--- src/rtl/cbfp1_frame_ctrl_pkg.sv ---
// Shared types and constants for the stage-1 CBFP frame sequencer.
// The exponent entry layout is fixed here so the FIFO and controller agree on it.
package cbfp_pkg;

    localparam int NBLOCKS     = 2;
    localparam int IDX_W       = 5;
    localparam int FRAME_BEATS = 32;
    localparam int EXP_DEPTH   = 4;

    typedef struct packed {
        logic                             sof;
        logic                             eof;
        logic [NBLOCKS-1:0][IDX_W-1:0]    idx;
    } cbfp_exp_t;

    typedef enum logic [1:0] {
        IDLE  = 2'd0,
        RUN   = 2'd1,
        DRAIN = 2'd2
    } cbfp_st_e;

endpackage

--- src/rtl/cbfp1_frame_ctrl_fifo.sv ---
// Synchronous exponent FIFO with registered occupancy and a synchronous clear.
// Head entry is forced to zero while empty so no stale data is presented.
module cbfp_exp_fifo
    import cbfp_pkg::*;
#(
    parameter int DEPTH = EXP_DEPTH
) (
    input  logic                       clk,
    input  logic                       rstn,
    input  logic                       clr,
    input  logic                       i_wr_en,
    input  cbfp_exp_t                  i_wr_data,
    input  logic                       i_rd_en,
    output cbfp_exp_t                  o_rd_data,
    output logic                       o_full,
    output logic                       o_empty,
    output logic [$clog2(DEPTH):0]     o_count
);

    localparam int PTR_W = $clog2(DEPTH);
    localparam int CNT_W = PTR_W + 1;

    cbfp_exp_t              r_mem [DEPTH];
    logic [PTR_W-1:0]       r_wr_ptr;
    logic [PTR_W-1:0]       r_rd_ptr;
    logic [CNT_W-1:0]       r_count;
    logic                   w_do_wr;
    logic                   w_do_rd;

    assign o_full    = (r_count == CNT_W'(DEPTH));
    assign o_empty   = (r_count == {CNT_W{1'b0}});
    assign o_count   = r_count;
    assign w_do_rd   = i_rd_en && !o_empty;
    // A write into a full FIFO is only legal when the head leaves on the same edge.
    assign w_do_wr   = i_wr_en && (!o_full || w_do_rd);
    assign o_rd_data = o_empty ? '0 : r_mem[r_rd_ptr];

    // Storage, pointers (natural wrap at DEPTH) and occupancy.
    always_ff @(posedge clk or negedge rstn) begin
        if (!rstn) begin
            r_wr_ptr <= {PTR_W{1'b0}};
            r_rd_ptr <= {PTR_W{1'b0}};
            r_count  <= {CNT_W{1'b0}};
            for (int i = 0; i < DEPTH; i++) begin
                r_mem[i] <= '0;
            end
        end else if (clr) begin
            r_wr_ptr <= {PTR_W{1'b0}};
            r_rd_ptr <= {PTR_W{1'b0}};
            r_count  <= {CNT_W{1'b0}};
        end else begin
            if (w_do_wr) begin
                r_mem[r_wr_ptr] <= i_wr_data;
                r_wr_ptr        <= r_wr_ptr + PTR_W'(1);
            end
            if (w_do_rd) begin
                r_rd_ptr <= r_rd_ptr + PTR_W'(1);
            end
            case ({w_do_wr, w_do_rd})
                2'b10:   r_count <= r_count + CNT_W'(1);
                2'b01:   r_count <= r_count - CNT_W'(1);
                default: r_count <= r_count;
            endcase
        end
    end

endmodule

--- src/rtl/cbfp1_frame_ctrl.sv ---
// Stage-1 CBFP frame sequencer: accepts beats, tags sof/eof, queues exponents,
// and holds off the next frame until every exponent of the current one is popped.
module cbfp1_frame_ctrl #(
    parameter int NBLOCKS     = cbfp_pkg::NBLOCKS,
    parameter int IDX_W       = cbfp_pkg::IDX_W,
    parameter int FRAME_BEATS = cbfp_pkg::FRAME_BEATS,
    parameter int EXP_DEPTH   = cbfp_pkg::EXP_DEPTH
) (
    input  logic                              clk,
    input  logic                              rstn,
    input  logic                              clr,
    input  logic                              in_valid,
    output logic                              in_ready,
    input  logic [NBLOCKS*IDX_W-1:0]          blk_idx_in,
    output logic                              cbfp_valid,
    output logic                              cbfp_sof,
    output logic                              cbfp_eof,
    output logic                              exp_valid,
    input  logic                              exp_ready,
    output logic [NBLOCKS*IDX_W-1:0]          exp_data,
    output logic                              exp_sof,
    output logic                              exp_eof,
    output logic [$clog2(FRAME_BEATS)-1:0]    beat_cnt,
    output logic                              frame_done
);

    import cbfp_pkg::*;

    localparam int                BEAT_W    = $clog2(FRAME_BEATS);
    localparam int                CNT_W     = $clog2(EXP_DEPTH) + 1;
    localparam logic [BEAT_W-1:0] LAST_BEAT = BEAT_W'(FRAME_BEATS - 1);

    cbfp_st_e           r_state;
    cbfp_st_e           w_state_nxt;
    logic [BEAT_W-1:0]  r_beat_cnt;
    logic               r_sof;
    logic               r_eof;
    logic               w_full;
    logic               w_empty;
    logic [CNT_W-1:0]   w_count;
    logic               w_pop;
    logic               w_accept;
    logic               w_in_ready;
    logic               w_frame_done;
    logic               w_first;
    logic               w_last;
    cbfp_exp_t          w_wr_entry;
    cbfp_exp_t          w_rd_entry;

    assign w_first = (r_beat_cnt == {BEAT_W{1'b0}});
    assign w_last  = (r_beat_cnt == LAST_BEAT);
    // clr takes priority: nothing is handed over or consumed in a clearing cycle.
    assign w_pop      = !w_empty && exp_ready && !clr;
    assign w_in_ready = rstn && !clr && (r_state != DRAIN) && (!w_full || w_pop);
    assign w_accept   = in_valid && w_in_ready;

    assign w_wr_entry.sof = w_first;
    assign w_wr_entry.eof = w_last;
    assign w_wr_entry.idx = blk_idx_in;

    cbfp_exp_fifo #(
        .DEPTH      (EXP_DEPTH)
    ) u_exp_fifo (
        .clk        (clk),
        .rstn       (rstn),
        .clr        (clr),
        .i_wr_en    (w_accept),
        .i_wr_data  (w_wr_entry),
        .i_rd_en    (w_pop),
        .o_rd_data  (w_rd_entry),
        .o_full     (w_full),
        .o_empty    (w_empty),
        .o_count    (w_count)
    );

    // Next-state and frame_done decode.
    always_comb begin
        w_state_nxt  = r_state;
        w_frame_done = 1'b0;
        case (r_state)
            IDLE: begin
                if (w_accept) begin
                    w_state_nxt = w_last ? DRAIN : RUN;
                end else begin
                    w_state_nxt = IDLE;
                end
            end
            RUN: begin
                if (w_accept && w_last) begin
                    w_state_nxt = DRAIN;
                end else begin
                    w_state_nxt = RUN;
                end
            end
            DRAIN: begin
                if (w_count == {CNT_W{1'b0}}) begin
                    w_frame_done = !clr;
                    w_state_nxt  = IDLE;
                end else begin
                    w_state_nxt  = DRAIN;
                end
            end
            default: begin
                w_state_nxt = IDLE;
            end
        endcase
    end

    // State register.
    always_ff @(posedge clk or negedge rstn) begin
        if (!rstn) begin
            r_state <= IDLE;
        end else if (clr) begin
            r_state <= IDLE;
        end else begin
            r_state <= w_state_nxt;
        end
    end

    // Beat counter and sof/eof delayed to line up with the datapath valid_out.
    always_ff @(posedge clk or negedge rstn) begin
        if (!rstn) begin
            r_beat_cnt <= {BEAT_W{1'b0}};
            r_sof      <= 1'b0;
            r_eof      <= 1'b0;
        end else if (clr) begin
            r_beat_cnt <= {BEAT_W{1'b0}};
            r_sof      <= 1'b0;
            r_eof      <= 1'b0;
        end else begin
            r_sof <= w_accept && w_first;
            r_eof <= w_accept && w_last;
            if (w_accept) begin
                r_beat_cnt <= r_beat_cnt + BEAT_W'(1);
            end
        end
    end

    assign in_ready   = w_in_ready;
    assign cbfp_valid = w_accept;
    assign cbfp_sof   = r_sof;
    assign cbfp_eof   = r_eof;
    assign exp_valid  = !w_empty;
    assign exp_data   = w_rd_entry.idx;
    assign exp_sof    = w_rd_entry.sof;
    assign exp_eof    = w_rd_entry.eof;
    assign beat_cnt   = r_beat_cnt;
    assign frame_done = w_frame_done;

endmodule

--- config.mk ---
export PLATFORM = sky130hd
export DESIGN_NAME = cbfp1_frame_ctrl
export DESIGN_NICKNAME = d
export VERILOG_FILES = /design/src/rtl/cbfp1_frame_ctrl_pkg.sv /design/src/rtl/cbfp1_frame_ctrl_fifo.sv /design/src/rtl/cbfp1_frame_ctrl.sv
export SDC_FILE = /design/constraint.sdc
export NUM_CORES = 1
export LEC_CHECK = 0
export ABC_AREA = 1
export CAP_MARGIN = 30
export CORE_MARGIN = 1.5
export CORE_UTILIZATION = 51
export CTS_CLUSTER_DIAMETER = 200
export DETAILED_ROUTE_END_ITERATION = 16
export GPL_TIMING_DRIVEN = 0
export HOLD_SLACK_MARGIN = 0.05
export PLACE_DENSITY = 0.88
export SLEW_MARGIN = 10
export SYNTH_ARGS = -nofsm -noshare
export SYNTH_HDL_FRONTEND = slang
export SYNTH_HIERARCHICAL = 1
export SYNTH_SLANG_ARGS = --single-unit
--- constraint.sdc ---
create_clock -name clk -period 2.6 [get_ports clk]
set_input_delay 0.26 -clock clk [delete_from_list [all_inputs] [get_ports clk]]
set_output_delay 0.26 -clock clk [all_outputs]
set_load 0.1 [all_outputs]
Word level (Yosys, flattened, before mapping)
Index checks and enable logic that the tools add are counted.

Add/sub/neg operators: 5. Order comparisons: 3. Eq/ne operators: 7. Multiplexer cells: 25. Bitwise gates (word level): 3. Reductions and logical operators: 24.

Operators by type and width (count): $bwmux W48 (1); $mux W12 (4); $bmux W12 S2 (1); $demux W12 S2 (1); $mux W2 (9); $logic_and A1 B1 Y1 (11); $mux W5 (2); $ge A3 B3 Y1 const B (2); $not A2 Y3 (2); $pmux W2 S3 (1); $pmux W3 S2 (1); $reduce_bool A2 Y1 (3); $add A5 B1 Y5 const B (1); $eq A5 B5 Y1 const B (1); $logic_not A5 Y1 (1); $add A2 B1 Y2 const B (2); $eq A2 B1 Y1 const B (2); $eq A2 B2 Y1 const B (2); $mux W1 (4); $add A3 B1 Y3 const B (1); $eq A3 B3 Y1 const B (1); $logic_not A1 Y1 (3); $logic_not A3 Y1 (1); $lt A3 B1 Y1 const B (1); 8 further kinds (9).

Register bits: 64. Bits of input ports: 15. Output and inout bits: 23. Logic and storage cells: 90.

Longest topological paths before layout
Depth after elaboration: 11. Gate-level depth with buffers: 19.

Modules after synthesis
Netlist, hierarchy kept.

Modules (own cells, without submodules): cbfp_exp_fifo (instances 1, cells an instance 337, area an instance 2757.6 µm², sequential area each 1376.3 µm²); cbfp1_frame_ctrl (instances 1, cells an instance 67, area an instance 555.5 µm², sequential area each 225.2 µm²).

Least setup slack after synthesis
OpenSTA, ideal clock, no wires.

Kind: register to register. Start: register u_exp_fifo.r_count[2] (netlist: u_exp_fifo/o_count[2]). End: register u_exp_fifo.r_count[2] (netlist: u_exp_fifo/o_count[2]). Library setup time: 117 ps. Arrival: 3263 ps. Slack: -781 ps. Stages on the path, launching flop included: 20. Buffers on the path: 1. Clock period less this slack: 3381 ps. Cells stage by stage: dfrtp_1 -> inv_1 -> nand2_1 -> inv_1 -> buf_2 -> inv_1 -> nand3_4 -> nand2_4 -> nand3_4 -> inv_4 -> inv_1 -> nand3_1 -> inv_1 -> fa_1 -> xnor2_1 -> inv_1 -> nand2_1 -> nand2_1 -> nand3_1 -> nand2_1.

Longest elaborated chain between the ends: 11.

Ends and longest elaborated chain: from (decl) (RTL line cbfp1_frame_ctrl_fifo.sv:26) `logic [CNT_W-1:0] r_count;`; from (signal assigned) (RTL line cbfp1_frame_ctrl_fifo.sv:43) `r_count <= {CNT_W{1'b0}};`; from (signal assigned) (RTL line cbfp1_frame_ctrl_fifo.sv:50) `r_count <= {CNT_W{1'b0}};`; from (signal assigned) (RTL line cbfp1_frame_ctrl_fifo.sv:60) `2'b10: r_count <= r_count + CNT_W'(1);`; $logic_not A3 Y1 * (RTL line cbfp1_frame_ctrl_fifo.sv:31) `assign o_empty = (r_count == {CNT_W{1'b0}});`; net w_empty (RTL line cbfp1_frame_ctrl.sv:39) `logic w_empty;`; $logic_not A1 Y1 *; net exp_valid (RTL line cbfp1_frame_ctrl.sv:18) `output logic exp_valid,`; $logic_and A1 B1 Y1 * (2 in a row) (RTL line cbfp1_frame_ctrl.sv:53) `assign w_pop = !w_empty && exp_ready && !clr;`; $logic_or A1 B1 Y1 * (RTL line cbfp1_frame_ctrl.sv:54) `assign w_in_ready = rstn && !clr && (r_state != DRAIN) && (!w_full || w_pop);`; $logic_and A1 B1 Y1 * (RTL line cbfp1_frame_ctrl.sv:54); $logic_and A1 B1 Y1 * (RTL line cbfp1_frame_ctrl.sv:55) `assign w_accept = in_valid && w_in_ready;`; net cbfp_valid (RTL line cbfp1_frame_ctrl.sv:15) `output logic cbfp_valid,`; $logic_and A1 B1 Y1 * (RTL line cbfp1_frame_ctrl_fifo.sv:35) `assign w_do_wr = i_wr_en && (!o_full || w_do_rd);`; $eq A2 B1 Y1 or $eq A2 B2 Y1 (tied branches) (RTL line cbfp1_frame_ctrl_fifo.sv:59) `case ({w_do_wr, w_do_rd})`; $pmux W3 S2 (RTL line cbfp1_frame_ctrl_fifo.sv:59); $mux W3 (RTL line cbfp1_frame_ctrl_fifo.sv:47) `end else if (clr) begin`.

The timed path passes the listed nets; every way through them passes the cells marked *. A chain may end at the register's enable or synchronous reset.

Worst setup path after layout
Start: register u_exp_fifo.r_count[1] (netlist: u_exp_fifo/o_count[1]). End: register u_exp_fifo.r_count[2] (netlist: u_exp_fifo/o_count[2]).

Longest elaborated chain between the ends: 11.

Ends and longest elaborated chain (RTL line): $logic_not A3 Y1 * (cbfp1_frame_ctrl_fifo.sv:31); net w_empty (cbfp1_frame_ctrl.sv:39); $logic_not A1 Y1 * (cbfp1_frame_ctrl_fifo.sv:33, cbfp1_frame_ctrl.sv:53); $logic_and A1 B1 Y1 (2 in a row) (cbfp1_frame_ctrl.sv:53); $logic_or A1 B1 Y1 (cbfp1_frame_ctrl.sv:54); $logic_and A1 B1 Y1 (cbfp1_frame_ctrl.sv:54); $logic_and A1 B1 Y1 (cbfp1_frame_ctrl.sv:55); $logic_and A1 B1 Y1 (cbfp1_frame_ctrl_fifo.sv:35); $eq A2 B1 Y1 or $eq A2 B2 Y1 (tied branches) (cbfp1_frame_ctrl_fifo.sv:59); $pmux W3 S2 (cbfp1_frame_ctrl_fifo.sv:59); $mux W3 (cbfp1_frame_ctrl_fifo.sv:47).

Marks and branches as above.

==> flow_summary.yaml <==
run_status:
  status: "completed"
clock_tree:
  cts_sinks: 64
  clock_latency_ns: 0.35
  clk_pin_slew_ns: 0.08
  cts-buffers-inserted: 9
  clockBufferDepth: 2
  cts_tree: "built"
  h-tree-depth: 3
  root_buffer: "clkbuf_8"
floorplan:
  dieWidth_um: 83.6
  rows: 29
  fp.dieH_um: 83.6
  dieArea_mm2: 0.00699
  io_pins: 38
  coreArea_mm2: 0.00631
  initial_core_util: 0.525
power_and_ir_drop:
  cellPowerDensity_mw_per_mm2: 1020
  clkPwrFrac: 0.209
  ir_drop_v: 0.000873
  switchingPower_mw: 2.08
  p_seq_frac: 0.308
  power.internal_mw: 2.18
  leakage_nw: 2.07
  switching_share: 0.488
  combPwrFrac: 0.484
routing:
  wl_per_cell_um: 16.6
  drcViolationCount: 0
  finalWirelength_mm: 9.17
  ant_nets: 0
  first_pass_iters: 5
  vias: 3180
  vias_per_cell: 5.75
  drt_iter0_drc: 341
critical_path:
  cp.arrival_ns: 2.80
  cp_max_fo: 10
  r2r_end: "u_exp_fifo/o_count[2]"
  reg2reg_slack_ns: 0.04
  crit_chain: "nor2_4 -> nand2_4 -> inv_4 -> buf_8 -> clkinvlp_4 -> nand3_4 -> nand2_4 -> nand3_4 -> inv_12 -> inv_6 -> nand3_4 -> inv_2 -> fa_2 -> xnor2_2 -> inv_1 -> nand2_1 -> nand2_1 -> nand3_2 -> nand2_1"
  cp_num_buf_inv: 7
  critPathTopFamily: "simple AND/OR/NAND/NOR gates"
  reg2regPathDepth: 19
  end_kind: "flip-flop"
  crit_type: "reg2reg"
  worst_path_largest_cell_delay_ns: 0.44
  start_kind: "flip-flop"
  r2r_start: "u_exp_fifo/o_count[1]"
  cp.required_ns: 2.84
  crit_slowest_cell: "dfrtp_2"
layout:
  instances_no_fill: 553
  seq_area_mm2: 0.00161
  antenna_cells: 0
  layout-area-overhead-vs-synth_pct: 25.8
  drive_gt1_frac: 0.193
  nets: 494
  multi_input_area_mm2: 0.00141
  fin_util: 0.660
  fillerInstances: 513
timing:
  hold_ws_ns: 0.460
  max_slew.worst_pin.slew_ns: 0.974
  timing.setup.tns_ns: 0
  fin_skew_ns: 0.00957
  fmax_mhz: 390
  maxSlewHeadroom: 0.349
  fin_crit_sh: 0.985
  fin_crit_ns: 2.56
  finalHoldViolations: 0
  setup_violations: 0
  slew_violations: 0
synth:
  yosys_warnings: 6
  synth.distinct_cells: 26
  synthCells: 404
  ys_seq_area_frac: 0.483
  ys_ff_latch: 64
  synth_area_per_cell_um2: 8.20
  synth_nets: 427
  syn_area_mm2: 0.00331
global_routing:
  grt.total_usage: 0.257
  antenna_found_initial: 0
  grt_first_pass_wirelength_mm: 14.0
  grt_pass1_vias: 2926
  grt_max_degree: 66
  overflow: 0
worst_hold_path:
  hold_class: "in2async"
placement:
  place_inst: 518
  gp_routability_congestion: 0.872
  numPortBuffers: 37
  place_hpwl_mm: 5.81
job:
  maxCapViolCount: 0
==> worst max path at each step <==
stage	startpoint	to	slack, ns	cells past startpoint
after floorplan	u_exp_fifo/o_count[0]	u_exp_fifo/o_count[2]	-0.23	19
after global placement	rstn	cbfp_valid	-2.52	6
after detailed placement	rstn	cbfp_valid	-0.48	6
after CTS	u_exp_fifo/o_count[0]	cbfp_valid	-0.1	10
after global routing	u_exp_fifo/o_count[1]	u_exp_fifo/o_count[2]	-0.06	19
final	u_exp_fifo/o_count[1]	u_exp_fifo/o_count[2]	0.04	19
==> worst register-to-register path, stage by stage, from the launching register on <==
cell,delay (ns)
dfrtp_2,0.44
nor2_4,0.07
nand2_4,0.10
inv_4,0.06
buf_8,0.14
clkinvlp_4,0.10
nand3_4,0.09
nand2_4,0.08
nand3_4,0.16
inv_12,0.10
inv_6,0.03
nand3_4,0.07
inv_2,0.05
fa_2,0.41
xnor2_2,0.22
inv_1,0.08
nand2_1,0.06
nand2_1,0.07
nand3_2,0.07
nand2_1,0.05
==> power by group through the flow <==
stage	sequential (mW)	combinational [mW]	clock, mW
after floorplan	1.34	1.45	0
after global placement	1.32	1.88	0
after detailed placement	1.33	1.92	0
after CTS	1.32	1.90	0.904
after global routing	1.33	2.16	0.946
final	1.31	2.06	0.889
==> flip-flops by register name (all words and copies together) (netlist names) <==
name / flops
beat_cnt: 5
cbfp_eof: 1
cbfp_sof: 1
r_state: 2
u_exp_fifo/o_count: 3
u_exp_fifo/r_mem: 48
u_exp_fifo/r_rd_ptr: 2
u_exp_fifo/r_wr_ptr: 2
==> timing repair <==
item	4_1_cts	5_1_grt
pin swaps	0	4
endpoints found under the setup margin	17	16
resized for setup	46	35
gates cloned	0	0
buffers inserted	0	17
hold endpoints to repair	64	64
==> cell families after synthesis <==
kind of cell / Yosys count / share of synthesized area
flops: 64 / 0.483
simple gates: 135 / 0.194
fa+ha+maj: 8 / 0.0325
buf+inv: 75 / 0.102
compound gates: 119 / 0.180
xor+xnor: 3 / 0.00793
==> stage by stage <==
step / worst slack, ns / area [µm²] / power (mW)
after floorplan: -0.227 / 3370 / 2.78
after global placement: -2.52 / 3840 / 3.21
after detailed placement: -0.485 / 3830 / 3.26
after CTS: -0.0970 / 4060 / 4.11
after global routing: -0.0635 / 4170 / 4.44
final: 0.0387 / 4170 / 4.26
==> synth_stat cells, drive strengths merged <==
| cell | instances | area (µm²) |
|---|---|---|
| nand2 | 95 | 364 |
| o21ai | 78 | 390 |
| dfrtp | 64 | 1600 |
| inv | 55 | 209 |
| a21oi | 41 | 205 |
| nand3 | 21 | 155 |
| nor2 | 14 | 95.1 |
| buf | 13 | 101 |
| clkbuf | 7 | 27.5 |
| ha | 7 | 87.6 |
| nand4 | 3 | 18.8 |
| xor2 | 2 | 17.5 |
| and3 | 1 | 6.26 |
| fa | 1 | 20.0 |
| nor3 | 1 | 5.00 |
| xnor2 | 1 | 8.76 |
==> routing by layer <==
metal,wire length [µm],up-vias,global-route usage
met5,0,-,0
met3,831,36,0.0762
met4,374,0,0.119
met2,4550,166,0.416
met1,3420,1538,0.316
li1,-,1440,-
==> layout by cell type (no fill, tap or decap), types with 2 or more instances in the layout <==
cell,count
a21oi_1,41
buf_2,16
buf_4,17
buf_6,7
clkbuf_1,5
clkbuf_2,2
clkbuf_4,2
clkbuf_8,10
clkdlybuf4s50_1,20
clkinvlp_4,3
dfrtp_1,61
dfrtp_2,3
dlygate4sd2_1,2
ha_1,7
inv_1,46
inv_2,5
inv_6,2
nand2_1,93
nand2_4,2
nand3_1,15
nand3_4,5
nand4_1,3
nor2_1,7
nor2_4,6
o21ai_0,67
o21ai_1,11
xor2_1,2
==> final cells by class <==
type | count | share of cell area
multi-input cells | 265 | 0.339
clock inverters | 6 | 0.0162
repair buffers | 56 | 0.114
well taps | 77 | 0.0231
plain buffers | 20 | 0.0336
clock buffers | 10 | 0.0330
inverters | 55 | 0.0553
flip-flops and latches | 64 | 0.385
Note: power is estimated with default switching activity, not from simulation.
